## config.mk

```make
export PLATFORM = sky130hd
export DESIGN_NAME = serial_paralelo_azul
export DESIGN_NICKNAME = d
export VERILOG_FILES = /design/src/rtl/serial_paralelo_azul.sv
export SDC_FILE = /design/constraint.sdc
export NUM_CORES = 1
export LEC_CHECK = 0
export CELL_PAD_IN_SITES_DETAIL_PLACEMENT = 0
export CELL_PAD_IN_SITES_GLOBAL_PLACEMENT = 1
export CORE_ASPECT_RATIO = 1.75
export CORE_MARGIN = 3
export CORE_UTILIZATION = 46
export DETAILED_ROUTE_END_ITERATION = 8
export PLACE_DENSITY = 0.89
export SLEW_MARGIN = 20
export SYNTH_ARGS = -nofsm -noshare
export SYNTH_HDL_FRONTEND = slang
export SYNTH_SLANG_ARGS = --single-unit
```

## constraint.sdc

```tcl
create_clock -name clk32_f -period 2.75 [get_ports clk32_f]
set_clock_uncertainty 0.05 [all_clocks]
set_input_delay 0.4125 -clock clk32_f [delete_from_list [all_inputs] [get_ports clk32_f]]
set_output_delay 0.4125 -clock clk32_f [all_outputs]
set_load 0.03 [all_outputs]
```

## src/rtl/serial_paralelo_azul.sv

```systemverilog
// Blue-lane serial-to-parallel receiver: MSB-first deserializer that aligns on the COM
// idle symbol, declares lock after BC_COUNT aligned COMs and presents recovered bytes.
module serial_paralelo_azul #(
    parameter logic [7:0]  COM      = 8'hBC,
    parameter int unsigned BC_COUNT = 4
) (
    input  logic       clk32_f,
    input  logic       reset,
    input  logic       data_in,
    output logic [7:0] data_out,
    output logic       valid_out,
    output logic       active,
    output logic       byte_tick,
    output logic [1:0] state_dbg
);

    typedef enum logic [1:0] {
        HUNT  = 2'd0,
        ALIGN = 2'd1,
        LOCK  = 2'd2
    } state_t;

    localparam logic [3:0] BC_LIM = 4'(BC_COUNT);

    state_t     state_q, state_d;
    logic [6:0] shift_reg;
    logic [2:0] bit_cnt_q, bit_cnt_d;
    logic [3:0] bc_cnt_q, bc_cnt_d;
    logic [7:0] data_q, data_d;
    logic       valid_q, valid_d;
    logic       active_q, active_d;
    logic       tick_q, tick_d;

    // Only the seven newest bits are stored; the eighth is data_in itself.
    logic [7:0] w;
    logic       w_is_com;
    logic       boundary;
    logic [3:0] bc_inc;

    assign w        = {shift_reg, data_in};
    assign w_is_com = (w == COM);
    assign boundary = (bit_cnt_q == 3'd7);
    assign bc_inc   = bc_cnt_q + 4'd1;

    always_comb begin
        state_d   = state_q;
        bit_cnt_d = bit_cnt_q;
        bc_cnt_d  = bc_cnt_q;
        data_d    = data_q;
        valid_d   = valid_q;
        active_d  = active_q;
        tick_d    = 1'b0;
        case (state_q)
            HUNT: begin
                if (w_is_com) begin
                    bc_cnt_d  = 4'd1;
                    bit_cnt_d = 3'd0;
                    if (BC_LIM <= 4'd1) begin
                        state_d  = LOCK;
                        active_d = 1'b1;
                    end else begin
                        state_d = ALIGN;
                    end
                end
            end
            ALIGN: begin
                bit_cnt_d = bit_cnt_q + 3'd1;
                tick_d    = boundary;
                valid_d   = 1'b0;
                if (boundary) begin
                    if (w_is_com) begin
                        if (bc_inc >= BC_LIM) begin
                            bc_cnt_d = BC_LIM;
                            state_d  = LOCK;
                            active_d = 1'b1;
                        end else begin
                            bc_cnt_d = bc_inc;
                        end
                    end else begin
                        // Rejected frame: bitwise search restarts on the next edge.
                        bc_cnt_d = 4'd0;
                        state_d  = HUNT;
                    end
                end
            end
            LOCK: begin
                bit_cnt_d = bit_cnt_q + 3'd1;
                tick_d    = boundary;
                if (boundary) begin
                    if (w_is_com) begin
                        valid_d = 1'b0;
                    end else begin
                        data_d  = w;
                        valid_d = 1'b1;
                    end
                end
            end
            default: begin
                state_d = HUNT;
            end
        endcase
    end

    always_ff @(posedge clk32_f or negedge reset) begin
        if (!reset) begin
            state_q   <= HUNT;
            shift_reg <= 7'd0;
            bit_cnt_q <= 3'd0;
            bc_cnt_q  <= 4'd0;
            data_q    <= 8'h00;
            valid_q   <= 1'b0;
            active_q  <= 1'b0;
            tick_q    <= 1'b0;
        end else begin
            state_q   <= state_d;
            shift_reg <= w[6:0];
            bit_cnt_q <= bit_cnt_d;
            bc_cnt_q  <= bc_cnt_d;
            data_q    <= data_d;
            valid_q   <= valid_d;
            active_q  <= active_d;
            tick_q    <= tick_d;
        end
    end

    assign data_out  = data_q;
    assign valid_out = valid_q;
    assign active    = active_q;
    assign byte_tick = tick_q;
    assign state_dbg = state_q;

endmodule
```

==> impl_metrics.ini, run 1 <==
[floorplanning]
die_area_mm2 = 0.00335
core-area_mm2 = 0.00252
die_w_um = 45.0
chipHeight_um = 74.3
rows = 24
io_pins = 16
initial_core_util = 0.486

[clock_network]
numClockSinks = 27
hold_buffers = 0
root_buffer = clkbuf_8
cts_buffer_depth = 2
cts_tree = done
htreeDepth = 1
numCtsBuffers = 3
post_cts_buffers = 0
cts-resized-gates = 0
insertion_delay_ns = 0.28
clk_pin_slew_ns = 0.09

[sta]
timing.final.max_slew_violations = 0
min_period_ns = 2.05
max_slew_margin = 0.693
rsz0062_at_grt = no
tightest_slew_ns = 0.461
finalHoldViolations = 0
timing.final.crit_share = 0.744
max_freq_mhz = 489
setup_violations = 0
fin_tns_setup_ns = 0

[global_route]
grt_pass1_vias = 854
antenna_found_initial = 0
grt_max_degree = 28
grt_pass1_wl_um = 3800
grt_usage = 0.159
overflow = 0

[logic_synthesis]
yosysWarnings = 0
synthArstFlopShare = 1.00
synth_area_per_cell_um2 = 13.0
yosys_register_bits = 27
syn-num-nets = 104
netlist_area_mm2 = 0.00123
synth_edf_count = 0
ys.flop_type = dfrtp_1
ys_types = 38
yosysSeqAreaShare = 0.551
syn_inst = 94

[critical_path]
critPathTopFamily = simple AND/OR/NAND/NOR gates
path_depth = 6
cpPeakStageDelay_ns = 0.41
cp_cell_sequence = inv_1 > ha_1 > nor2b_1 > or2_1 > a311oi_2 > mux2_1
cp-start-kind = flop
slowest_stage = dfrtp_1
path_class = reg -> reg
cp_num_buf_inv = 1
crit_path_end_kind = flop
crit_arrival_ns = 2.16
reg2regPathDepth = 6
critPathRequiredTime_ns = 2.86
path_max_fanout = 9

[detailed_routing]
drcViolationCount = 0
drt_iter0_drc = 17
avgViaCountPerCell = 5.78
wl_per_cell_um = 16.3
ant_nets = 0
drt_pass1_iterations = 4
dr_total_vias = 792
wl_um = 2230

[final_layout]
utilization = 0.573
area_delta_synth_final_pct = 17.9
layout_commonest_cell = dfrtp_1
nFillCells = 224
largest_reg_flops = 8
drive_gt1_frac = 0.153
finish.net_count = 122
antenna_cells = 0
mostFrequentLayoutCells = dfrtp_1 (27), clkdlybuf4s50_1 (15), o21ai_0 (7), mux2_2 (7), ha_1 (7)

[placement]
place_congestion = 0.723
numPortBuffers = 15
dp_hpwl_um = 1680

[min_path]
holdPathStages = 0
min_path_type = reg -> reg

[pwr]
leakage_nw = 0.647
peakVddDrop_uv = 666
powerDensity_mw_per_mm2 = 743

[flow_run]
cap_viol_max_count = 0

[run_status]
status = finished clean
## cell type report
cell class / instances / area [µm²] / area share
clock buffer: 3 / 41.3 / 0.0286
clock inverter: 1 / 7.51 / 0.00519
inverter: 4 / 15.0 / 0.0104
multi-input combinational: 60 / 515 / 0.357
sequential: 27 / 676 / 0.468
tap: 26 / 32.5 / 0.0225
timing repair buffer: 16 / 158 / 0.109
## where the power goes
part	leakage, nW	switching [mW]	internal, mW
registers	0.345	0.0412	0.444
logic	0.280	0.207	0.152
clock network	0.0217	0.128	0.103
total	0.647	0.375	0.699
## metrics by stage
step           power, mW  setup WS, ns  cell area, µm²  instances  hold WS (ns)
6_report            1.07         0.704            1450        137         0.363
3_5_place_dp       0.852         0.434            1400        133         0.335
5_1_grt             1.15         0.585            1450        137         0.378
3_3_place_gp       0.835         0.494            1400        133         0.333
4_1_cts             1.08         0.690            1450        137         0.362
2_1_floorplan      0.748         0.631            1230         94        0.0669
## kinds of logic (layout without fill, tap and decap cells)
| group | count (synthesis) | count (layout) | share of synthesized area |
|---|---|---|---|
| flops | 27 | 27 | 0.551 |
| compound gates | 22 | 22 | 0.138 |
| simple gates | 20 | 20 | 0.113 |
| mux | 11 | 11 | 0.0980 |
| fa+ha+maj | 7 | 7 | 0.0714 |
| buf+inv | 7 | 24 | 0.0286 |
## path summary, 6_finish.rpt
kind | start | endpoint | slack (ns)
max | state_dbg[1]$_DFFE_PN0P_ | state_dbg[0]$_DFFE_PN0P_ | 0.70
min | shift_reg[1]$_DFF_PN0_ | shift_reg[2]$_DFF_PN0_ | 0.36
max reg2reg | state_dbg[1]$_DFFE_PN0P_ | state_dbg[0]$_DFFE_PN0P_ | 0.70
min reg2reg | shift_reg[1]$_DFF_PN0_ | shift_reg[2]$_DFF_PN0_ | 0.36
max in group asynchronous | reset | valid_out$_DFFE_PN0P_ | 1.96
min in group asynchronous | reset | bc_cnt_q[1]$_DFFE_PN0P_ | 0.45
## synthesized netlist by cell type, types with 2 or more instances
library cell | number | share of area
and2_1 | 2 | 0.010
a32oi_1 | 2 | 0.014
dfrtp_1 | 27 | 0.55
nand2_1 | 5 | 0.015
inv_1 | 4 | 0.012
mux2_2 | 7 | 0.064
o21ai_0 | 7 | 0.029
ha_1 | 7 | 0.071
nand2b_1 | 2 | 0.010
mux2i_1 | 3 | 0.024
## layer usage
metal | vias up | track usage | share of wire
met5 | - | 0 | 0
met4 | 0 | 0.0977 | 0.028
met3 | 4 | 0.0291 | 0.029
met2 | 12 | 0.276 | 0.57
met1 | 401 | 0.170 | 0.38
li1 | 375 | - | -
No activity file was read; power rests on OpenSTA's default activity.
==> run 2: changes to the inputs <==
Settings changed: CORE_UTILIZATION 46 to 43, PLACE_DENSITY 0.89 to 0.85.
Clock period 2.75 ns to 2.05 ns, I/O delays scaled along.
==> run 2 against run 1 <==
Hold slack lost 0.014 ns. Combinational power grew 42%. Utilization shrank 2.6 points. Global-route usage grew 0.40 points. Sequential share of layout area shrank 1.3 points. Largest cell class unchanged. Wire length grew 6.1%. First-iteration DRC count grew 5.9%. Flip-flop and latch count is the same.
==> impl_metrics.ini, run 2 (same netlist as run 1, synthesis figures left out) <==
[clock_network]
numClockSinks = 27
root_buffer = clkbuf_8
htreeDepth = 1
post_cts_buffers = 0
cts_buffer_depth = 2
insertion_delay_ns = 0.27
clk_pin_slew_ns = 0.09
cts-resized-gates = 0
cts_tree = done
numCtsBuffers = 3
hold_buffers = 0

[final_layout]
final_cells = 144
multi_input_comb_area_um2 = 515
mostFrequentLayoutCells = dfrtp_1 (26), clkdlybuf4s50_1 (15)
nFillCells = 236
largest_reg_flops = 8
drive_gt1_frac = 0.197
seqCellArea_um2 = 677
finish.net_count = 128
antenna_cells = 0
layout_commonest_cell = dfrtp_1
area_delta_synth_final_pct = 21.4

[pwr]
clockPowerShare = 0.204
pwr-share-comb = 0.348
p_seq_frac = 0.447
sw_frac_of_total = 0.339
powerDensity_mw_per_mm2 = 979
p_total_mw = 1.46
peakVddDrop_uv = 604
leakage_nw = 0.678
switching_power_mw = 0.495
internal_power_mw = 0.962

[critical_path]
path_max_fanout = 4
critPathRequiredTime_ns = 2.16
path_class = reg -> reg
startpoint = state_dbg[1]$_DFFE_PN0P_
r2r_slack_ns = 0.19
crit_arrival_ns = 1.96
cp-start-kind = flop
reg2reg_to = state_dbg[0]$_DFFE_PN0P_
reg2regPathDepth = 6
crit_path_end_kind = flop
r2r_start = state_dbg[1]$_DFFE_PN0P_

[sta]
timing.final.crit_share = 0.905
max_slew_margin = 0.778
rsz0062_at_grt = no
finalHoldViolations = 0
timing.final.max_slew_violations = 0
setup_slack_ns = 0.195
tightest_slew_ns = 0.332
max_freq_mhz = 539
min_period_ns = 1.86
setup_violations = 0
fin_tns_setup_ns = 0

[detailed_routing]
avgViaCountPerCell = 5.68
drt_pass1_iterations = 2
dr_total_vias = 818
wl_um = 2360
ant_nets = 0
wl_per_cell_um = 16.4
drt_iter0_drc = 18
drcViolationCount = 0

[placement]
dpl.cell_count = 140
place_congestion = 0.732
dp_hpwl_um = 1830
dp_slack_ns = -0.0564
numPortBuffers = 15

[floorplanning]
die_area_mm2 = 0.00355
rows = 25
die_w_um = 46.4
core-area_mm2 = 0.00272
chipHeight_um = 76.6
io_pins = 16
initial_core_util = 0.451

[run_status]
status = finished clean

[global_route]
antenna_found_initial = 0
grt_usage = 0.163
grt_max_degree = 28
overflow = 0
grt_pass1_vias = 893
grt_pass1_wl_um = 4190

[min_path]
min_from = shift_reg[5]$_DFF_PN0_
min_to = shift_reg[6]$_DFF_PN0_
holdPathStages = 0
min_path_type = reg -> reg

[flow_run]
cap_viol_max_count = 0
[run 2: changes by cell type in the layout (fill, tap and decap cells not counted), sizes merged]
cell      change
buf           +6
clkbuf        +1
clkinvlp      -1
[run 2: worst max-delay path: stages (launching register included)]
cell and delay, ns:
dfrtp_2 0.39, inv_1 0.09, ha_1 0.20, nor2b_1 0.16, or2_1 0.25, a311oi_2 0.25
mux2_1 0.35
[run 2: final cells by class]
class,instances,area share
multi-input combinational,60,0.346
sequential,27,0.455
clock buffer,4,0.0303
timing repair buffer,22,0.136
inverter,4,0.0101
tap,27,0.0227
[run 2: power groups by stage]
stage | Sequential (mW) | Combinational (mW) | Clock [mW]
after floorplan | 0.674 | 0.330 | 0
after detailed placement | 0.664 | 0.510 | 0
after CTS | 0.654 | 0.512 | 0.305
final | 0.652 | 0.507 | 0.298
after global routing | 0.664 | 0.559 | 0.336
after global placement | 0.657 | 0.491 | 0
[run 2: worst max-delay path by stage]
stage	endpoint	slack, ns
floorplan	state_dbg[0]$_DFFE_PN0P_	0.04
global placement	state_dbg[0]$_DFFE_PN0P_	0.02
detailed placement	state_dbg[0]$_DFFE_PN0P_	-0.06
CTS	state_dbg[0]$_DFFE_PN0P_	0.18
global route	state_dbg[0]$_DFFE_PN0P_	0.11
finish	state_dbg[0]$_DFFE_PN0P_	0.19
[run 2: through the flow]
step / utilization / area [µm²] / hold slack (ns)
after floorplan: - / 1230 / -0.0381
after CTS: 0.547 / 1490 / 0.351
after global placement: 0.531 / 1440 / 0.319
final: 0.547 / 1490 / 0.349
after global routing: 0.547 / 1490 / 0.379
after detailed placement: 0.531 / 1440 / 0.339
[run 2: layer usage]
metal,vias up,GRT usage,share of wire
met5,-,0,0
met1,409,0.189,0.38
met2,15,0.272,0.57
li1,386,-,-
met3,8,0.0378,0.028
met4,0,0.0655,0.021
